--- src/rtl/sprite_move_ctrl_pkg.sv ---
// Shared types and defaults for the sprite move controller.
// Optional feature macro used by the top: BORDER_CLAMP_EN.
package sprite_ctrl_pkg;

   typedef enum logic [2:0] {
      S_INIT,
      S_CLEAR,
      S_DRAW,
      S_IDLE,
      S_ERASE,
      S_STEP,
      S_WAIT
   } state_e;

   localparam logic [1:0] DIR_UP    = 2'b00;
   localparam logic [1:0] DIR_DOWN  = 2'b01;
   localparam logic [1:0] DIR_LEFT  = 2'b10;
   localparam logic [1:0] DIR_RIGHT = 2'b11;

   localparam int unsigned DEF_SCREEN_W  = 160;
   localparam int unsigned DEF_SCREEN_H  = 120;
   localparam logic [2:0]  DEF_BG_COLOUR = 3'b000;

endpackage

--- src/rtl/sprite_move_ctrl_if.sv ---
// Keyboard/frame inputs and datapath/VGA control lines of the sprite move controller.
// The controller is the slave side; the keyboard decoder plus datapath form the master side.
interface sprite_move_ctrl_if;
   logic       key_valid;
   logic [1:0] key_dir;
   logic       clear_req;
   logic       frame_tick;
   logic       busy;
   logic       plot;
   logic       reset_from_controller;
   logic       ldX;
   logic       ldY;
   logic       right;
   logic       down;
   logic       ldClr;
   logic       from_control;
   logic [7:0] from_control_x;
   logic [6:0] from_control_y;
   logic       control_colour_signal;
   logic [2:0] control_colour;

   modport master (
      output key_valid, key_dir, clear_req, frame_tick,
      input  busy, plot, reset_from_controller, ldX, ldY, right, down, ldClr,
             from_control, from_control_x, from_control_y,
             control_colour_signal, control_colour
   );

   modport slave (
      input  key_valid, key_dir, clear_req, frame_tick,
      output busy, plot, reset_from_controller, ldX, ldY, right, down, ldClr,
             from_control, from_control_x, from_control_y,
             control_colour_signal, control_colour
   );
endinterface

--- src/rtl/sprite_move_ctrl_sweep.sv ---
// Raster-order x/y counter used to sweep the whole screen during a clear.
module raster_sweep_counter #(
   parameter int unsigned SCREEN_W = 160,
   parameter int unsigned SCREEN_H = 120
) (
   input  logic       clock,
   input  logic       reset,
   input  logic       en,
   input  logic       clr,
   output logic [7:0] x,
   output logic [6:0] y,
   output logic       last
);

   logic [7:0] x_q, x_d;
   logic [6:0] y_q, y_d;
   logic       x_end, y_end;

   assign x_end = (x_q == 8'(SCREEN_W - 1));
   assign y_end = (y_q == 7'(SCREEN_H - 1));

   // NOTE: every variable gets a default first so no path leaves it unassigned (no latch).
   always_comb begin
      x_d = x_q;
      y_d = y_q;
      if (clr) begin
         x_d = '0;
         y_d = '0;
      end else if (en) begin
         if (x_end) begin
            x_d = '0;
            y_d = y_end ? '0 : y_q + 7'd1;
         end else begin
            x_d = x_q + 8'd1;
         end
      end
   end

   // NOTE: sequential state uses non-blocking assignments so all flops update together.
   always_ff @(posedge clock) begin
      if (reset) begin
         x_q <= '0;
         y_q <= '0;
      end else begin
         x_q <= x_d;
         y_q <= y_d;
      end
   end

   assign x    = x_q;
   assign y    = y_q;
   assign last = x_end && y_end;

endmodule

--- src/rtl/sprite_move_ctrl.sv ---
// Moore FSM sequencing screen clear, erase/step/redraw moves and frame rate limiting.
// Define BORDER_CLAMP_EN to drop keys that would leave the visible screen.
module sprite_move_ctrl
   import sprite_ctrl_pkg::*;
#(
   parameter int unsigned SCREEN_W   = DEF_SCREEN_W,
   parameter int unsigned SCREEN_H   = DEF_SCREEN_H,
   parameter logic [2:0]  BG_COLOUR  = DEF_BG_COLOUR,
   parameter int unsigned FRAME_WAIT = 1
) (
   input  logic               clock,
   input  logic               reset,
   sprite_move_ctrl_if.slave  bus
);

   localparam int WAIT_W = (FRAME_WAIT > 1) ? $clog2(FRAME_WAIT) : 1;

   state_e              state_q, state_d;
   logic [1:0]          dir_q, dir_d;
   logic [7:0]          pos_x_q, pos_x_d;
   logic [6:0]          pos_y_q, pos_y_d;
   logic [WAIT_W-1:0]   wait_cnt_q, wait_cnt_d;
   logic                moved_q, moved_d;
   logic [7:0]          sweep_x;
   logic [6:0]          sweep_y;
   logic                sweep_last;
   logic                off_edge;

   raster_sweep_counter #(
      .SCREEN_W (SCREEN_W),
      .SCREEN_H (SCREEN_H)
   ) u_sweep (
      .clock (clock),
      .reset (reset),
      .en    (state_q == S_CLEAR),
      .clr   (state_q != S_CLEAR),
      .x     (sweep_x),
      .y     (sweep_y),
      .last  (sweep_last)
   );

`ifdef BORDER_CLAMP_EN
   always_comb begin
      off_edge = 1'b0;
      case (bus.key_dir)
         DIR_UP:    off_edge = (pos_y_q == 7'd0);
         DIR_DOWN:  off_edge = (pos_y_q == 7'(SCREEN_H - 1));
         DIR_LEFT:  off_edge = (pos_x_q == 8'd0);
         DIR_RIGHT: off_edge = (pos_x_q == 8'(SCREEN_W - 1));
      endcase
   end
`else
   assign off_edge = 1'b0;
`endif

   always_comb begin
      state_d    = state_q;
      dir_d      = dir_q;
      pos_x_d    = pos_x_q;
      pos_y_d    = pos_y_q;
      wait_cnt_d = wait_cnt_q;
      moved_d    = moved_q;
      case (state_q)
         S_INIT: begin
            // The datapath registers are being reset, so the shadow follows.
            pos_x_d = '0;
            pos_y_d = '0;
            moved_d = 1'b0;
            state_d = S_CLEAR;
         end
         S_CLEAR: if (sweep_last) state_d = S_DRAW;
         S_DRAW: begin
            wait_cnt_d = '0;
            state_d    = moved_q ? S_WAIT : S_IDLE;
         end
         S_IDLE: begin
            if (bus.clear_req) begin
               moved_d = 1'b0;
               state_d = S_CLEAR;
            end else if (bus.key_valid && !off_edge) begin
               dir_d   = bus.key_dir;
               moved_d = 1'b1;
               state_d = S_ERASE;
            end
         end
         S_ERASE: state_d = S_STEP;
         S_STEP: begin
            case (dir_q)
               DIR_UP:    pos_y_d = pos_y_q - 7'd1;
               DIR_DOWN:  pos_y_d = pos_y_q + 7'd1;
               DIR_LEFT:  pos_x_d = pos_x_q - 8'd1;
               DIR_RIGHT: pos_x_d = pos_x_q + 8'd1;
            endcase
            state_d = S_DRAW;
         end
         S_WAIT: begin
            if (bus.frame_tick) begin
               if (wait_cnt_q == WAIT_W'(FRAME_WAIT - 1)) begin
                  wait_cnt_d = '0;
                  state_d    = S_IDLE;
               end else begin
                  wait_cnt_d = wait_cnt_q + 1'b1;
               end
            end
         end
         default: state_d = S_INIT;
      endcase
   end

   always_ff @(posedge clock) begin
      if (reset) begin
         state_q    <= S_INIT;
         dir_q      <= DIR_UP;
         pos_x_q    <= '0;
         pos_y_q    <= '0;
         wait_cnt_q <= '0;
         moved_q    <= 1'b0;
      end else begin
         state_q    <= state_d;
         dir_q      <= dir_d;
         pos_x_q    <= pos_x_d;
         pos_y_q    <= pos_y_d;
         wait_cnt_q <= wait_cnt_d;
         moved_q    <= moved_d;
      end
   end

   // Outputs decode from the current state; reset forces the datapath-reset pattern.
   always_comb begin
      bus.busy                  = 1'b0;
      bus.plot                  = 1'b0;
      bus.reset_from_controller = 1'b0;
      bus.ldX                   = 1'b0;
      bus.ldY                   = 1'b0;
      bus.right                 = 1'b0;
      bus.down                  = 1'b0;
      bus.ldClr                 = 1'b0;
      bus.from_control          = 1'b0;
      bus.from_control_x        = '0;
      bus.from_control_y        = '0;
      bus.control_colour_signal = 1'b0;
      bus.control_colour        = '0;
      if (reset) begin
         bus.reset_from_controller = 1'b1;
         bus.busy                  = 1'b1;
      end else begin
         bus.busy           = (state_q != S_IDLE);
         bus.from_control_x = sweep_x;
         bus.from_control_y = sweep_y;
         bus.control_colour = BG_COLOUR;
         case (state_q)
            S_INIT: begin
               bus.reset_from_controller = 1'b1;
               bus.ldClr                 = 1'b1;
            end
            S_CLEAR: begin
               bus.plot                  = 1'b1;
               bus.from_control          = 1'b1;
               bus.control_colour_signal = 1'b1;
            end
            S_DRAW: bus.plot = 1'b1;
            S_ERASE: begin
               bus.plot                  = 1'b1;
               bus.control_colour_signal = 1'b1;
            end
            S_STEP: begin
               bus.ldX   = dir_q[1];
               bus.ldY   = !dir_q[1];
               bus.right = (dir_q == DIR_RIGHT);
               bus.down  = (dir_q == DIR_DOWN);
            end
            default: ;
         endcase
      end
   end

endmodule

--- src/flat_wrapper.sv ---
// flat-port wrapper written by rule: the top's interface ports become plain ports
module sprite_move_ctrl_flat import sprite_ctrl_pkg::*;
#(
   parameter int unsigned SCREEN_W   = DEF_SCREEN_W,
   parameter int unsigned SCREEN_H   = DEF_SCREEN_H,
   parameter logic [2:0]  BG_COLOUR  = DEF_BG_COLOUR,
   parameter int unsigned FRAME_WAIT = 1
)
  (clock, reset, bus_key_valid, bus_key_dir, bus_clear_req, bus_frame_tick, bus_busy, bus_plot, bus_reset_from_controller, bus_ldX, bus_ldY, bus_right, bus_down, bus_ldClr, bus_from_control, bus_from_control_x, bus_from_control_y, bus_control_colour_signal, bus_control_colour);
  sprite_move_ctrl_if bus_i ();
  input  logic clock;
  input  logic reset;
  input wire logic [$bits(bus_i.key_valid)-1:0] bus_key_valid;
  input wire logic [$bits(bus_i.key_dir)-1:0] bus_key_dir;
  input wire logic [$bits(bus_i.clear_req)-1:0] bus_clear_req;
  input wire logic [$bits(bus_i.frame_tick)-1:0] bus_frame_tick;
  output wire logic [$bits(bus_i.busy)-1:0] bus_busy;
  output wire logic [$bits(bus_i.plot)-1:0] bus_plot;
  output wire logic [$bits(bus_i.reset_from_controller)-1:0] bus_reset_from_controller;
  output wire logic [$bits(bus_i.ldX)-1:0] bus_ldX;
  output wire logic [$bits(bus_i.ldY)-1:0] bus_ldY;
  output wire logic [$bits(bus_i.right)-1:0] bus_right;
  output wire logic [$bits(bus_i.down)-1:0] bus_down;
  output wire logic [$bits(bus_i.ldClr)-1:0] bus_ldClr;
  output wire logic [$bits(bus_i.from_control)-1:0] bus_from_control;
  output wire logic [$bits(bus_i.from_control_x)-1:0] bus_from_control_x;
  output wire logic [$bits(bus_i.from_control_y)-1:0] bus_from_control_y;
  output wire logic [$bits(bus_i.control_colour_signal)-1:0] bus_control_colour_signal;
  output wire logic [$bits(bus_i.control_colour)-1:0] bus_control_colour;
  assign bus_i.key_valid = bus_key_valid;
  assign bus_i.key_dir = bus_key_dir;
  assign bus_i.clear_req = bus_clear_req;
  assign bus_i.frame_tick = bus_frame_tick;
  assign bus_busy = bus_i.busy;
  assign bus_plot = bus_i.plot;
  assign bus_reset_from_controller = bus_i.reset_from_controller;
  assign bus_ldX = bus_i.ldX;
  assign bus_ldY = bus_i.ldY;
  assign bus_right = bus_i.right;
  assign bus_down = bus_i.down;
  assign bus_ldClr = bus_i.ldClr;
  assign bus_from_control = bus_i.from_control;
  assign bus_from_control_x = bus_i.from_control_x;
  assign bus_from_control_y = bus_i.from_control_y;
  assign bus_control_colour_signal = bus_i.control_colour_signal;
  assign bus_control_colour = bus_i.control_colour;
  sprite_move_ctrl #(.SCREEN_W(SCREEN_W), .SCREEN_H(SCREEN_H), .BG_COLOUR(BG_COLOUR), .FRAME_WAIT(FRAME_WAIT)) u_core (.clock(clock), .reset(reset), .bus(bus_i));
endmodule
--- config.mk ---
export PLATFORM = sky130hd
export DESIGN_NAME = sprite_move_ctrl_flat
export DESIGN_NICKNAME = d
export VERILOG_FILES = /design/src/rtl/sprite_move_ctrl_pkg.sv /design/src/rtl/sprite_move_ctrl_if.sv /design/src/rtl/sprite_move_ctrl_sweep.sv /design/src/rtl/sprite_move_ctrl.sv /design/src/flat_wrapper.sv
export SDC_FILE = /design/constraint.sdc
export NUM_CORES = 1
export LEC_CHECK = 0
export CAP_MARGIN = 40
export CORE_ASPECT_RATIO = 1.1
export CORE_MARGIN = 3
export CORE_UTILIZATION = 47
export DETAILED_ROUTE_END_ITERATION = 12
export GPL_ROUTABILITY_DRIVEN = 0
export GPL_TIMING_DRIVEN = 0
export PLACE_DENSITY_LB_ADDON = 0.3
export SYNTH_ARGS = -nofsm -noshare
export SYNTH_HDL_FRONTEND = slang
export SYNTH_SLANG_ARGS = --single-unit
--- constraint.sdc ---
create_clock -name clock -period 2 [get_ports clock]
set_input_delay 0.6 -clock clock [delete_from_list [all_inputs] [get_ports clock]]
set_output_delay 0.6 -clock clock [all_outputs]
set_load 0.01 [all_outputs]
==> results.sh, run 1 <==
export IMPL_grt_setup_unrepaired="true"
export IMPL_ant_nets=0
export IMPL_initialDrtViolationCount=39
export IMPL_end_kind="primary output"
export IMPL_yosys_area_top_type="dfxtp_1"
export IMPL_cts_tree="built"
export IMPL_min_period_ps=2060
export IMPL_drive_gt1_share_pct=28.0
export IMPL_worstHoldPathCells=2
export IMPL_p_per_area_nw_per_um2=482
export IMPL_place_inst=228
export IMPL_final_nets=224
export IMPL_status="finished with violations"
export IMPL_path_clk_slew_ps=120
export IMPL_finClkSkew_ps=7.07
export IMPL_dieWidth_um=56.3
export IMPL_drc=0
export IMPL_grt_pass1_wl_mm=5.91
export IMPL_area_growth_synth_to_final_pct=42.4
export IMPL_cts_hold_buffers=0
export IMPL_reg2reg_to="u_core.state_q[1]$_SDFFE_PP0P_"
export IMPL_placed_cell_area_um2=1670
export IMPL_coreArea_um2=2570
export IMPL_viasPerCell=5.64
export IMPL_cp_max_fo=5
export IMPL_critPathBufInv=3
export IMPL_grt_max_degree=13
export IMPL_crit_family="flip-flops"
export IMPL_antenna_cells=0
export IMPL_max_cap_viol_count=0
export IMPL_ir_worst_vdd_mv=0.382
export IMPL_grt_pass1_vias=1336
export IMPL_fin_area_um2=1860
export IMPL_synth_area_leaders="dfxtp_1, nor2b_1, nor2_1"
export IMPL_htree_num_levels=1
export IMPL_grt_use_total_pct=21.8
export IMPL_clock_sinks=21
export IMPL_syn_area_per_cell_um2=7.96
export IMPL_violations="negative setup slack"
export IMPL_critPathKind="flip-flop to primary output"
export IMPL_clockRootBuffer="clkbuf_4"
export IMPL_path_cells="clkinvlp_4 -> buf_4 -> nor4b_4 -> and2_1 -> buf_2"
export IMPL_cp_start_kind="flip-flop"
export IMPL_crit_required_ps=1400
export IMPL_ios=35
export IMPL_crit_slowest_cell="dfxtp_4"
export IMPL_dieArea_um2=3450
export IMPL_min_to="u_core.u_sweep.y[6]$_SDFFE_PN0P_"
export IMPL_die_y_um=61.3
export IMPL_arrival_ps=1460
export IMPL_ys_types=43
export IMPL_ys_warn_count=0
export IMPL_hold_viol_final=0
export IMPL_timing_final_crit_share_pct=103
export IMPL_port_buffers=31
export IMPL_initial_utilization_pct=50.9
export IMPL_netlist_instances=164
export IMPL_firstDrtPassIters=4
export IMPL_grt_antenna_before_repair=0
export IMPL_synth_top_area_share_pct=32.2
export IMPL_regToRegStartpoint="u_core.u_sweep.y[0]$_SDFFE_PN0P_"
export IMPL_final_util_pct=72.5
export IMPL_setup_ws_ps=-58.6
export IMPL_place_hpwl_mm=2.27
export IMPL_drv_slew=0
export IMPL_critPathMaxStageDelay_ps=410
export IMPL_rrSetupSlack_ps=200
export IMPL_hold_path_class="flip-flop to flip-flop"
export IMPL_avgRoutedWirePerCell_um=14.7
export IMPL_syn_area_um2=1310
export IMPL_cts_buffers=3
export IMPL_rows=19
export IMPL_p_leak_nw=0.821
export IMPL_ys_ff_latch=21
export IMPL_setup_viol=3
export IMPL_finalNonFillerCells=245
export IMPL_grt_ovfl_total=0
export IMPL_hold_start="u_core.u_sweep.y[6]$_SDFFE_PN0P_"
export IMPL_reg2reg_depth=5
export IMPL_vias=1381
export IMPL_fin_tns_setup_ps=-104
export IMPL_clk_path_buf_depth=2
export IMPL_routed_wl_mm=3.60
export IMPL_ys_seq_area_share_pct=32.2
export IMPL_holdWs_ps=497
export IMPL_fmax_ghz=0.486
export IMPL_clk_latency_ps=310
[registers in the layout, indices dropped and copies added (netlist names)]
signal / count
u_core.dir_q: 2
u_core.moved_q: 1
u_core.state_q: 3
u_core.u_sweep.x: 8
u_core.u_sweep.y: 7
[per-stage QoR]
| step | setup slack, ps | total power [mW] |
|---|---|---|
| 4_1_cts | -115 | 0.880 |
| 3_5_place_dp | -1070 | 0.624 |
| 6_report | -58.6 | 0.896 |
| 5_1_grt | -115 | 0.943 |
| 2_1_floorplan | 38.3 | 0.556 |
| 3_3_place_gp | -1080 | 0.622 |
[repair_timing]
item / 4_1_cts / 5_1_grt
setup buffers: 13 / 3
cloned: 0 / 0
pin swaps: 4 / 3
gates resized for setup: 90 / 9
setup endpoints to repair: 25 / 11
[metal layers]
layer,part of all wire [%],track usage (%),up-vias
li1,-,-,671
met1,41,23.3,658
met2,52,43.9,44
met3,3.9,2.31,8
met4,2.6,9.49,0
met5,0,0,-
[cells in the final DEF (no fill, tap or decap), drive strengths merged, types with 3 or more instances in the layout]
| cell type | instances |
|---|---|
| buf | 32 |
| xnor2 | 3 |
| dlygate4sd2 | 15 |
| nand4 | 5 |
| conb | 3 |
| nor2 | 14 |
| clkdlybuf4s50 | 5 |
| xor2 | 5 |
| nor3 | 7 |
| o21ai | 7 |
| nand3 | 7 |
| nor2b | 15 |
| and3 | 3 |
| nor3b | 3 |
| nand2 | 10 |
| clkbuf | 7 |
| a31oi | 3 |
| a21oi | 8 |
| inv | 4 |
| nand2b | 5 |
| and2 | 3 |
| dfxtp | 21 |
[synthesized netlist by cell type, drive strengths merged]
cell     count
a211oi       1
a21oi        8
a311oi       1
a31oi        3
a41o         1
and2         3
and3         3
and3b        1
and4         2
and4b        1
buf          8
clkbuf       6
conb         1
dfxtp       21
ha           2
inv          5
mux2         1
mux2i        2
nand2       10
nand2b       5
nand3        7
nand4        5
nor2        14
nor2b       15
nor3         7
nor3b        3
nor4         2
nor4b        2
o21ai        7
o2bb2ai      1
o31a         1
o31ai        1
or2          1
or3          2
or3b         1
or4          2
xnor2        3
xor2         5
[area by class of cell]
cell class | instances | area [um2]
clock inverter | 1 | 5.00
multi-input combinational | 126 | 853
sequential | 21 | 434
buffer | 11 | 104
tap | 31 | 38.8
clock buffer | 3 | 22.5
inverter | 5 | 22.5
timing repair buffer | 47 | 380
fill | 225 | 707
[logic make-up (layout without fill, tap and decap cells)]
logic type | Yosys count | count (layout) | synth area share (%)
simple gates | 86 | 86 | 39.0
compound gates | 24 | 24 | 11.1
flops | 21 | 21 | 32.2
buf+inv | 19 | 67 | 7.76
xor+xnor | 8 | 8 | 5.36
mux | 3 | 3 | 2.39
fa+ha+maj | 2 | 2 | 1.92
other cells | 1 | 3 | 0.287
[worst max-delay path by stage]
stage / startpoint / end / slack (ps) / depth (start not counted)
4_1_cts: u_core.state_q[2]$_SDFFE_PP0P_ / bus_down / -120 / 5
2_1_floorplan: reset / bus_down / 40 / 3
6_report: u_core.state_q[2]$_SDFFE_PP0P_ / bus_down / -60 / 5
3_3_place_gp: reset / bus_down / -1080 / 5
3_5_place_dp: reset / bus_down / -1070 / 5
5_1_grt: u_core.state_q[2]$_SDFFE_PP0P_ / bus_down / -110 / 5
[power breakdown]
group	internal [mW]	switching, mW
sequential	0.428	0.0174
combinational	0.121	0.117
clock	0.0748	0.138
total	0.625	0.272
[worst reg2reg max path, cell delays in order (launching register included)]
cell	delay, ps
dfxtp_1	430
ha_1	230
nand4_1	180
or3_1	440
o21ai_0	290
and3b_1	190
No activity file was read; power rests on OpenSTA's default activity.
==> run 2, diff against run 1 <==
--- a/config.mk
+++ b/config.mk
@@ -5,6 +5,7 @@
 export SDC_FILE = /design/constraint.sdc
 export NUM_CORES = 1
 export LEC_CHECK = 0
+export ABC_CLOCK_PERIOD_IN_PS = 2000
 export CAP_MARGIN = 40
 export CORE_ASPECT_RATIO = 1.1
 export CORE_MARGIN = 3
==> results of run 2 <==
Same layout as run 1: the final DEF is identical, and so are final timing and power.
==> run 3, diff against run 2 <==
--- a/config.mk
+++ b/config.mk
@@ -9,7 +9,7 @@
 export CAP_MARGIN = 40
 export CORE_ASPECT_RATIO = 1.1
 export CORE_MARGIN = 3
-export CORE_UTILIZATION = 47
+export CORE_UTILIZATION = 48
 export DETAILED_ROUTE_END_ITERATION = 12
 export GPL_ROUTABILITY_DRIVEN = 0
 export GPL_TIMING_DRIVEN = 0
==> results.sh, run 3 (synthesized netlist as in run 1, its figures left out) <==
export IMPL_final_nets=225
export IMPL_cp_max_fo=5
export IMPL_min_period_ps=2040
export IMPL_drc=0
export IMPL_critPathMaxStageDelay_ps=360
export IMPL_fmax_ghz=0.490
export IMPL_worstMarginPinSlew_ps=516
export IMPL_grt_use_total_pct=23.3
export IMPL_rrSetupSlack_ps=120
export IMPL_p_per_area_nw_per_um2=493
export IMPL_finalNonFillerCells=246
export IMPL_critPathBufInv=2
export IMPL_met3_usage_pct=4.04
export IMPL_setup_viol=3
export IMPL_area_growth_synth_to_final_pct=45.1
export IMPL_drv_slew=0
export IMPL_vias=1414
export IMPL_grt_setup_unrepaired="true"
export IMPL_grt_util_met2_pct=43.9
export IMPL_grt_antenna_before_repair=0
export IMPL_ios=35
export IMPL_grt_pass1_vias=1387
export IMPL_violations="negative setup slack"
export IMPL_finClkSkew_ps=7.38
export IMPL_viasPerCell=5.75
export IMPL_coreArea_um2=2540
export IMPL_largest_register_ffs=8
export IMPL_crit_family="simple AND/OR/NAND/NOR gates"
export IMPL_place_ws_ps=-1090
export IMPL_cp_start_kind="flip-flop"
export IMPL_dieArea_um2=3380
export IMPL_drive_gt1_share_pct=29.3
export IMPL_place_inst=228
export IMPL_timing_final_crit_share_pct=102
export IMPL_path_cells="buf_6 -> nor2b_4 -> and4b_1 -> and2_1 -> buf_2"
export IMPL_clock_sinks=21
export IMPL_avgRoutedWirePerCell_um=16.1
export IMPL_hold_path_class="flip-flop to flip-flop"
export IMPL_grt_max_degree=12
export IMPL_p_leak_nw=0.817
export IMPL_max_cap_viol_count=0
export IMPL_cts_buffers=3
export IMPL_gr_usage_met1_pct=25.1
export IMPL_setup_ws_ps=-38.8
export IMPL_antenna_cells=0
export IMPL_routed_wl_mm=3.97
export IMPL_path_clk_slew_ps=130
export IMPL_cts_tree="built"
export IMPL_place_hpwl_mm=2.42
export IMPL_end_kind="primary output"
export IMPL_grt_ovfl_total=0
export IMPL_final_cell_mix="buf_4, dfxtp_1, dlygate4sd2_1"
export IMPL_grt_pass1_wl_mm=6.24
export IMPL_cts_hold_buffers=0
export IMPL_crit_required_ps=1400
export IMPL_initial_utilization_pct=51.4
export IMPL_finalPower_mw=0.934
export IMPL_clk_latency_ps=310
export IMPL_num_fill_cells=187
export IMPL_port_buffers=31
export IMPL_slew_headroom_pct=65.6
export IMPL_initialDrtViolationCount=55
export IMPL_critPathKind="flip-flop to primary output"
export IMPL_ant_nets=0
export IMPL_arrival_ps=1440
export IMPL_htree_num_levels=1
export IMPL_busiest_layer="met2"
export IMPL_ir_worst_vdd_mv=0.415
export IMPL_dieWidth_um=55.7
export IMPL_clockRootBuffer="clkbuf_4"
export IMPL_clk_path_buf_depth=2
export IMPL_die_y_um=60.7
export IMPL_firstDrtPassIters=4
export IMPL_status="finished with violations"
export IMPL_hold_viol_final=0
export IMPL_rows=19
export IMPL_crit_slowest_cell="dfxtp_2"
run 3: area by class of cell:
class	count	area [um2]	area share, %
buffer	12	125	6.60
clock buffer	4	26.3	1.39
inverter	5	25.0	1.32
multi-input combinational	126	877	46.3
sequential	21	430	22.7
tap	31	38.8	2.05
timing repair buffer	47	373	19.7
run 3: what timing repair did:
| action | 4_1_cts | 5_1_grt |
|---|---|---|
| endpoints found under the hold margin | 0 | 0 |
| pin swaps | 4 | 1 |
| gates resized for setup | 95 | 15 |
| gates cloned | 0 | 0 |
| setup endpoints to repair | 25 | 11 |
| setup buffers | 10 | 7 |
run 3: final timing paths:
check,end,cells after the start,start
setup reg to reg,u_core.state_q[1]$_SDFFE_PP0P_,5,u_core.u_sweep.y[0]$_SDFFE_PN0P_
setup / recovery,bus_right,5,u_core.state_q[0]$_SDFFE_PP0P_
hold reg to reg,u_core.u_sweep.x[0]$_SDFFE_PN0N_,1,u_core.u_sweep.x[0]$_SDFFE_PN0N_
hold / removal,u_core.u_sweep.x[0]$_SDFFE_PN0N_,1,u_core.u_sweep.x[0]$_SDFFE_PN0N_
run 3: worst reg2reg max path, stage by stage, from the launching register on:
cell     delay [ps]
dfxtp_1         430
ha_1            230
nand4_1         170
or3_1           420
o21ai_0         320
and3b_1         250
run 3: metrics by stage:
stage,setup TNS [ps],hold slack (ps),util (%),area [um2]
final,-87.9,502,74.5,1900
after floorplan,0,452,-,1320
after CTS,-204,509,72.4,1840
after global placement,-22700,467,65.6,1670
after global routing,-293,519,74.5,1900
after detailed placement,-23950,494,65.6,1670
run 3: power by group:
group	internal (mW)	switching (mW)	total [mW]
Sequential	0.428	0.0111	0.440
Combinational	0.140	0.139	0.279
Clock	0.0778	0.138	0.216
Total	0.646	0.288	0.934
run 3: layer usage:
metal | up-vias | share of wire, % | routed length [um]
met5 | - | 0 | 0
met3 | 22 | 5.5 | 217
met1 | 655 | 39 | 1550
met2 | 68 | 51 | 2020
li1 | 669 | - | -
met4 | 0 | 4.6 | 182
